## config.mk

```make
export PLATFORM = sky130hd
export DESIGN_NAME = mult_sequencer
export DESIGN_NICKNAME = d
export VERILOG_FILES = /design/src/rtl/mult_sequencer.sv
export SDC_FILE = /design/constraint.sdc
export NUM_CORES = 1
export LEC_CHECK = 0
export BUFFER_PORTS_ARGS = -buffer_cell sky130_fd_sc_hd__buf_2
export CAP_MARGIN = 20
export CORE_AREA = 2 2 39 41
export DETAILED_ROUTE_END_ITERATION = 10
export DIE_AREA = 0 0 41 43
export GPL_ROUTABILITY_DRIVEN = 0
export SLEW_MARGIN = 20
export SYNTH_ARGS = -nofsm -noshare
export SYNTH_HDL_FRONTEND = slang
export SYNTH_SLANG_ARGS = --single-unit
```

## constraint.sdc

```tcl
create_clock -name clk -period 2.1 [get_ports clk]
set_input_delay 0.63 -clock clk [delete_from_list [all_inputs] [get_ports clk]]
set_output_delay 0.63 -clock clk [all_outputs]
set_load 0.05 [all_outputs]
```

## src/rtl/mult_sequencer.sv

```systemverilog
// Control FSM for the iterative shift-add MULTU datapath and the HiLo pair:
// sequences load, ITER step cycles and one HiLo write, and stalls dependent ops.
module mult_sequencer #(
    parameter int ITER  = 32,
    parameter int CNT_W = 6
) (
    input  logic             clk,
    input  logic             rst,
    input  logic             op_valid,
    input  logic [5:0]       funct,
    input  logic             abort,
    output logic             mul_load,
    output logic             mul_step,
    output logic             hilo_we,
    output logic             busy,
    output logic             stall,
    output logic [1:0]       sel_hilo,
    output logic [CNT_W-1:0] step_count
);

    localparam logic [5:0] FN_MULTU = 6'b011001;
    localparam logic [5:0] FN_MFHI  = 6'b010000;
    localparam logic [5:0] FN_MFLO  = 6'b010010;

    typedef enum logic [1:0] {
        S_IDLE,
        S_LOAD,
        S_RUN,
        S_WRITE
    } state_t;

    state_t           r_state;
    state_t           w_next;
    logic [CNT_W-1:0] r_count;
    logic [CNT_W-1:0] w_count_next;
    logic             w_is_multu;
    logic             w_is_mfhi;
    logic             w_is_mflo;

    assign w_is_multu = op_valid && (funct == FN_MULTU);
    assign w_is_mfhi  = op_valid && (funct == FN_MFHI);
    assign w_is_mflo  = op_valid && (funct == FN_MFLO);

    always_ff @(posedge clk or posedge rst) begin
        if (rst) begin
            r_state <= S_IDLE;
            r_count <= '0;
        end else begin
            r_state <= w_next;
            r_count <= w_count_next;
        end
    end

    // Counter is only non-zero while staying in RUN, so step_count reads 0 elsewhere.
    always_comb begin
        w_next       = r_state;
        w_count_next = '0;
        case (r_state)
            S_IDLE: begin
                if (w_is_multu && !abort) w_next = S_LOAD;
            end
            S_LOAD: begin
                w_next = abort ? S_IDLE : S_RUN;
            end
            S_RUN: begin
                if (abort) begin
                    w_next = S_IDLE;
                end else if (r_count == CNT_W'(ITER - 1)) begin
                    w_next = S_WRITE;
                end else begin
                    w_count_next = r_count + 1'b1;
                end
            end
            S_WRITE: begin
                w_next = S_IDLE;
            end
            default: begin
                w_next = S_IDLE;
            end
        endcase
    end

    always_comb begin
        mul_load   = (r_state == S_LOAD);
        mul_step   = (r_state == S_RUN);
        hilo_we    = (r_state == S_WRITE);
        busy       = (r_state != S_IDLE);
        step_count = r_count;
        stall      = busy && (w_is_multu || w_is_mfhi || w_is_mflo);
        sel_hilo   = 2'b00;
        if (!stall) begin
            if (w_is_mfhi)      sel_hilo = 2'b01;
            else if (w_is_mflo) sel_hilo = 2'b10;
        end
    end

endmodule
```

## Word level (Yosys, flattened, before mapping)

Cells that the tools add are included.

| cells by class | value |
|---|---|
| reduce and logical (&&, ||, !) cells | 11 |
| eq/ne operators | 9 |
| muxes and demuxes | 11 |
| $add $sub $neg | 1 |

Operators with widths:

| kind | count |
|---|---|
| 6-bit by 5-bit == test with 1-bit output (second input constant) | 4 |
| 6-bit 2-to-1 mux | 3 |
| 2-bit 2-to-1 mux | 7 |
| 2-bit case mux with 4 select lines | 1 |
| 6-bit by 1-bit adder with 6-bit output (second input constant) | 1 |
| 1-bit logical AND | 5 |
| 2-bit == test (second input constant) | 2 |
| 3-bit by 2-bit inequality test with 1-bit output (second input constant) | 1 |
| 2-bit by 1-bit == test with 1-bit output (second input constant) | 1 |
| 2-bit logical NOT | 1 |
| 1-bit logical OR | 2 |
| 2-bit inequality test (second input constant) | 1 |
| 2-bit AND reduction | 1 |
| 2-bit nonzero test | 1 |
| 1-bit logical NOT | 1 |

| word-level totals | value |
|---|---|
| register bits | 8 |
| word-level logic and storage cells | 34 |
| input port bits | 10 |

## Logic depth before layout (Yosys ltp)

Gate-level depths: netlist of run 1.

| depth | value |
|---|---|
| depth after elaboration | 6 |
| gate-level depth with buffers | 4 |
| gate-level depth less buffers | 4 |

## Worst setup path after synthesis of run 1

No wires, ideal clock.

| path | value |
|---|---|
| path type | input -> output |
| start point | in funct[5] |
| end point | out sel_hilo[0] |
| setup slack | -0.198 ns |
| data arrival time | 1.668 ns |
| cell stages on the path | 3 |
| cell sequence | and4bb_2 nand3_1 nor2_1 |

| between the ends | value |
|---|---|
| word-level cells in the longest chain between the ends | 6 |
| elaborated cells between the ends (all ways) | 11 |
| those cells by class | 3 x eq/ne; 2 x mux; 6 x reduce/logical |

Ends and longest elaborated chain:

| what | line | text |
|---|---|---|
| start: declaration | 10 | `input logic [5:0] funct,` |
| 6-bit by 5-bit == test with 1-bit output (on tied branches) | 40, 41 |  |
| 1-bit logical AND (on tied branches) | 40, 41 |  |
| 1-bit logical OR (2 in series) | 89 | `stall = busy && (w_is_multu \|\| w_is_mfhi \|\| w_is_mflo);` |
| 1-bit logical AND | 89 |  |
| 2-bit 2-to-1 mux (*) | 91 | `if (!stall) begin` |
| end: declaration | 17 | `output logic [1:0] sel_hilo,` |

Every way passes the cells marked *; elsewhere a longest branch is shown, timed or not.

## Worst setup path in the final report of run 1

| path | value |
|---|---|
| start point | in funct[2] |
| end point | out sel_hilo[1] |

The elaborated chain is that of the path after synthesis.

==> results of run 1 <==
## sequential cells by signal, indices dropped and copies added, names as in the netlist
signal	flops
step_count	6
r_state	2
## worst min-delay path by stage
stage,depth (start not counted),end,startpoint,slack [ns]
final,2,step_count[3]$_DFF_PP0_,rst,0.31
after global routing,2,r_state[1]$_DFFE_PP0P_,rst,0.34
after CTS,2,step_count[1]$_DFF_PP0_,rst,0.32
after detailed placement,1,step_count[0]$_DFF_PP0_,step_count[0]$_DFF_PP0_,0.52
after global placement,1,step_count[0]$_DFF_PP0_,step_count[0]$_DFF_PP0_,0.51
after floorplan,1,r_state[0]$_DFFE_PP0P_,rst,0.45
## where the power goes
part | internal, mW | switching [mW] | total (mW)
clock network | 0.0653 | 0.0508 | 0.116
registers | 0.155 | 0.000299 | 0.155
logic | 0.0116 | 0.0127 | 0.0243
## metal layers
metal  up-vias  share of wire [%]  wire, um
met5         -                  0         0
met4         0                  0         0
met3         0                6.5        63
met2         8                 55       533
met1       195                 39       375
li1        207                  -         -
## cell type report
cell class                      count  area (um^2)  area share (%)
Timing Repair Buffer               22        135.1           21.86
Sequential cell                     8        200.2           32.39
Multi-Input combinational cell     35        229.0           37.04
Clock buffer                        3        22.52           3.644
Inverter                            3        11.26           1.822
Tap cell                           16        20.02           3.239
## kinds of logic after synthesis
group	count (synthesis)
buffers and inverters	3
adder cells (fa/ha/maj)	1
flip-flops	8
AO/OA/AOI/OAI	6
XOR/XNOR	3
AND/OR/NAND/NOR	25
## cell usage in the layout (no fill, tap or decap)
master    instances
buf_2            18
nor2_1            8
dfrtp_1           8
buf_6             4
inv_1             3
nand2_1           3
clkbuf_4          3
nand3_2           2
nor2_2            2
nor2b_1           2
xor2_1            2
and4bb_2          1
o211a_1           1
xnor2_1           1
and3_1            1
nand3_1           1
nand4_1           1
o211ai_1          1
and2_1            1
o21ai_0           1
or3_1             1
a21oi_1           1
nor3b_1           1
nor4b_1           1
o21a_1            1
o21ba_2           1
ha_1              1
## stage by stage
stage | util (%) | cells
after floorplan | - | 46
after global placement | 40.51 | 84
after detailed placement | 40.51 | 84
after CTS | 42.50 | 87
after global routing | 44.67 | 87
final | 44.67 | 87
## repair_timing
item,CTS,global route
resized for setup,2,7
pin swaps,0,3
setup endpoints to repair,2,2
==> flow_metrics.tcl, run 1 <==
set metrics [dict create \
    crit_end "sel_hilo[1]" \
    cts_setup_buffers 0 \
    maxCapViolations 0 \
    yosysMostFrequentCell "nor2_1" \
    antenna_found_initial 0 \
    r2r_slack_ns 0.92 \
    synth_ff_type "dfrtp_1" \
    core_um2 1384 \
    fin_setup_tns_ns -0.01497 \
    synth_nets 57 \
    busiest_layer "met2" \
    crit_family "simple AND/OR/NAND/NOR gates" \
    yosys.cell_types.count 23 \
    fin_nets 84 \
    yosys.area_share.xor_xnor_pct 6.105 \
    vias 410 \
    rsz0062_at_grt "yes" \
    via_per_inst 4.713 \
    met1_usage_pct 18.94 \
    reg2regPathDepth 4 \
    cpPeakStageDelay_ns 0.32 \
    crit_fanout 3 \
    hold_buffers 0 \
    dr.pass1.iters 3 \
    reg2reg_to "step_count[5]$_DFF_PP0_" \
    cp.required_ns 1.47 \
    irDropWorstVdd_mv 0.2710 \
    synth_seq_cells 8 \
    crit_path_frequent_cell "buf_6" \
    clockBufferDepth 2 \
    die_area_um2 1763 \
    grt_pass1_vias 396 \
    area_growth_pct 43.60 \
    gr-usage-met3_pct 7.853 \
    rows 14 \
    ys.warnings.count 0 \
    synth_top_area_share_pct 46.51 \
    endpoint_kind "output pin" \
    finalMaxSlewViolations 0 \
    path_class "input pin to output pin" \
    antenna_left 0 \
    portBuffers 22 \
    leakagePower_nw 0.3418 \
    cts_tree "built" \
    worstPathCellList "buf_6 -> and4bb_2 -> nand3_2 -> nor2_2 -> buf_6" \
    grt_max_degree 10 \
    synthTopCellsByCount "10 x nor2_1, 8 x dfrtp_1, 3 x inv_1, 3 x nand2_1" \
    min_period_ns 2.115 \
    dp_hpwl_um 711.8 \
    holdWs_ns 0.3122 \
    clk_pin_slew_ns 0.06 \
    async_flop_share_pct 100.0 \
    yosysSeqAreaShare_pct 46.51 \
    die_w_um 41 \
    worstSetupPathDepth 5 \
    synth_compound_area_share_pct 10.47 \
    synth-edff-count 0 \
    grt_usage_pct 14.40 \
    crit_buf_inv 2 \
    slew_headroom_pct 79.11 \
    hold_class "input pin to asynchronous set/reset pin" \
    routed_wl_um 972 \
    h-tree-depth 1 \
    synth-simple-area-share_pct 31.40 \
    setup_ws_ns -0.01497 \
    drt_first_iter_violations 1 \
    syn-cell-area_um2 430.4 \
    finalCritPeriodShare_pct 100.7 \
    r2r_start "step_count[0]$_DFF_PP0_" \
    power_mw 0.2951 \
    grt-ovfl-total 0 \
    synth_fa_ha_area_share_pct 2.907 \
    crit_start "funct[2]" \
    final_cell_area_um2 618.1 \
    numCtsBuffers 3 \
    insertion_delay_ns 0.25 \
    status "finished with violations" \
    synth_top_family_by_area "simple AND/OR/NAND/NOR gates" \
    violations "negative setup slack" \
    grt_pass1_wl_mm 1.683 \
    powerDensity_nw_per_um2 477.5 \
    drc 0 \
    io_pins 23 \
    cts_sinks 8 \
    clock.fmax_mhz 472.8 \
    wire_per_inst_um 11.17 \
    synthTopCellsByArea "dfrtp_1 47%, nor2_1 8.7%, xor2_1 4.1%" \
    synth.area.mux_share_pct 0 \
    floorplan.initialDensity_pct 31.10 \
    hold_viol_final 0 \
    max_slew.worst_pin.slew_ns 0.3131 \
    post-place-ws_ns -0.04151 \
    drive_gt1_share_pct 43.66 \
    placed_cell_area_um2 560.5 \
    postSynthCellCount 46 \
    cts_root_buf "clkbuf_4" \
    n_antenna_cell 0 \
    met2_usage_pct 20.00 \
    finalSetupViolations 1 \
    die_height_um 43 \
    yosysTopAreaCell "dfrtp_1" \
    syn_avg_cell_area_um2 9.357 \
    fin_skew_ns 0.006619 \
    slowest_stage "and4bb_2" \
    critPathArrivalTime_ns 1.48 \
    startpoint_type "input pin" \
    fillers 137 \
]
Power figures use the tool's default switching activity.
==> run 2: changes to the inputs <==
SETUP_SLACK_MARGIN = 0.2   (was unset)
==> flow_metrics.tcl, run 2 (same netlist as run 1, synthesis figures left out) <==
set metrics [dict create \
    crit_family "simple AND/OR/NAND/NOR gates" \
    n_antenna_cell 0 \
    crit_end "sel_hilo[0]" \
    cpPeakStageDelay_ns 0.34 \
    reg2regPathDepth 4 \
    worstSetupPathDepth 5 \
    fillers 143 \
    hold_viol_final 0 \
    grt_pass1_wl_mm 1.504 \
    r2r_slack_ns 0.93 \
    die_area_um2 1763 \
    worstPathCellList "buf_6 -> and4bb_2 -> nand3_4 -> nor2_4 -> buf_8" \
    finalSetupViolations 0 \
    drc 0 \
    holdWs_ns 0.3094 \
    crit_start "funct[5]" \
    startpoint_type "input pin" \
    portBuffers 22 \
    endpoint_kind "output pin" \
    maxCapViolations 0 \
    mostFrequentLayoutCells "15 x buf_2, 8 x dfrtp_1, 7 x nor2_1" \
    antenna_left 0 \
    grt_pass1_vias 396 \
    powerDensity_nw_per_um2 448.1 \
    area_growth_pct 53.49 \
    cts_root_buf "clkbuf_4" \
    io_pins 23 \
    dr.pass1.iters 5 \
    irDropWorstVdd_mv 0.4165 \
    r2r_start "step_count[0]$_DFF_PP0_" \
    insertion_delay_ns 0.25 \
    vias 424 \
    grt-ovfl-total 0 \
    antenna_found_initial 0 \
    placed_cells 85 \
    clock.fmax_mhz 485.6 \
    grt_max_degree 9 \
    min_period_ns 2.059 \
    via_per_inst 4.818 \
    final_common_cell "buf_2" \
    slew_headroom_pct 79.31 \
    cp.required_ns 1.47 \
    rows 14 \
    rsz0062_at_grt "yes" \
    die_w_um 41 \
    max_slew.worst_pin.slew_ns 0.3100 \
    reg2reg_to "r_state[0]$_DFFE_PP0P_" \
    path_class "input pin to output pin" \
    clk_pin_slew_ns 0.06 \
    h-tree-depth 1 \
    grt_usage_pct 12.74 \
    dp_hpwl_um 701.8 \
    finalMaxSlewViolations 0 \
    die_height_um 43 \
    drt_first_iter_violations 7 \
    hold_class "input pin to asynchronous set/reset pin" \
    leakagePower_nw 0.3374 \
    largest_reg_flops 6 \
    drive_gt1_share_pct 47.22 \
    fin_skew_ns 0.009935 \
    cts_tree "built" \
    stdcell_count 88 \
    fin_util_pct 47.74 \
    clockBufferDepth 2 \
    placed_cell_area_um2 595.6 \
    cts_sinks 8 \
    finalCritPeriodShare_pct 98.06 \
    crit_fanout 3 \
    hold_buffers 0 \
    status "finished clean" \
    slowest_stage "and4bb_2" \
    numCtsBuffers 3 \
    critPathArrivalTime_ns 1.43 \
    final_cell_area_um2 660.6 \
    crit_buf_inv 2 \
    wire_per_inst_um 10.50 \
    core_um2 1384 \
    floorplan.initialDensity_pct 31.10 \
    routed_wl_um 924 \
    fin_nets 85 \
]
[run 2: how the worst min path moves through the flow]
stage                            start                 endpoint  slack (ns)  cells past startpoint
4_1_cts                            rst   r_state[0]$_DFFE_PP0P_        0.32                      2
6_report                           rst   r_state[0]$_DFFE_PP0P_        0.31                      2
5_1_grt                            rst   r_state[0]$_DFFE_PP0P_        0.32                      2
3_5_place_dp   step_count[0]$_DFF_PP0_  step_count[0]$_DFF_PP0_        0.50                      1
3_3_place_gp   step_count[0]$_DFF_PP0_  step_count[0]$_DFF_PP0_        0.49                      1
2_1_floorplan                      rst   r_state[0]$_DFFE_PP0P_        0.45                      1
[run 2: metal layers]
metal,up-vias,global-route usage (%),part of all wire [%]
met5,-,0,0
met4,0,4.000,0
met3,0,7.853,7.5
met2,15,18.13,50
met1,197,15.46,43
li1,212,-,-
[run 2: layout make-up]
cell class	count	area, um^2	share of cell area [%]
multi-input cells	35	249.0	37.69
inverters	3	11.26	1.705
repair buffers	23	157.7	23.86
well taps	16	20.02	3.030
flip-flops and latches	8	200.2	30.30
clock buffers	3	22.52	3.409
[run 2: metrics by stage]
| stage | setup slack [ns] | total power, mW | setup TNS, ns |
|---|---|---|---|
| after floorplan | 0.1092 | 0.1689 | 0 |
| after global placement | -0.06169 | 0.1807 | -0.1250 |
| after detailed placement | -0.06308 | 0.1810 | -0.1270 |
| after CTS | 0.04827 | 0.3022 | 0 |
| after global routing | 0.009707 | 0.3177 | 0 |
| final | 0.04073 | 0.2960 | 0 |
[run 2: repair_timing]
| item | in CTS | in global routing |
|---|---|---|
| setup endpoints to repair | 3 | 6 |
| resized for setup | 8 | 5 |
| setup buffers | 0 | 0 |
| endpoints found under the hold margin | 0 | 0 |
| pin swaps | 2 | 1 |
[run 2: worst register-to-register path, stage by stage (launching register included)]
cell and delay (ns):
dfrtp_1 0.39, ha_1 0.23, nand4_1 0.13, nor3b_1 0.22, o21a_1 0.15
[run 2: report_power, final]
part / leakage [nW] / switching [mW] / internal [mW] / total [mW]
clock network: 0.0138 / 0.0501 / 0.0652 / 0.115
logic: 0.212 / 0.0139 / 0.0121 / 0.0260
registers: 0.112 / 0.000178 / 0.155 / 0.155
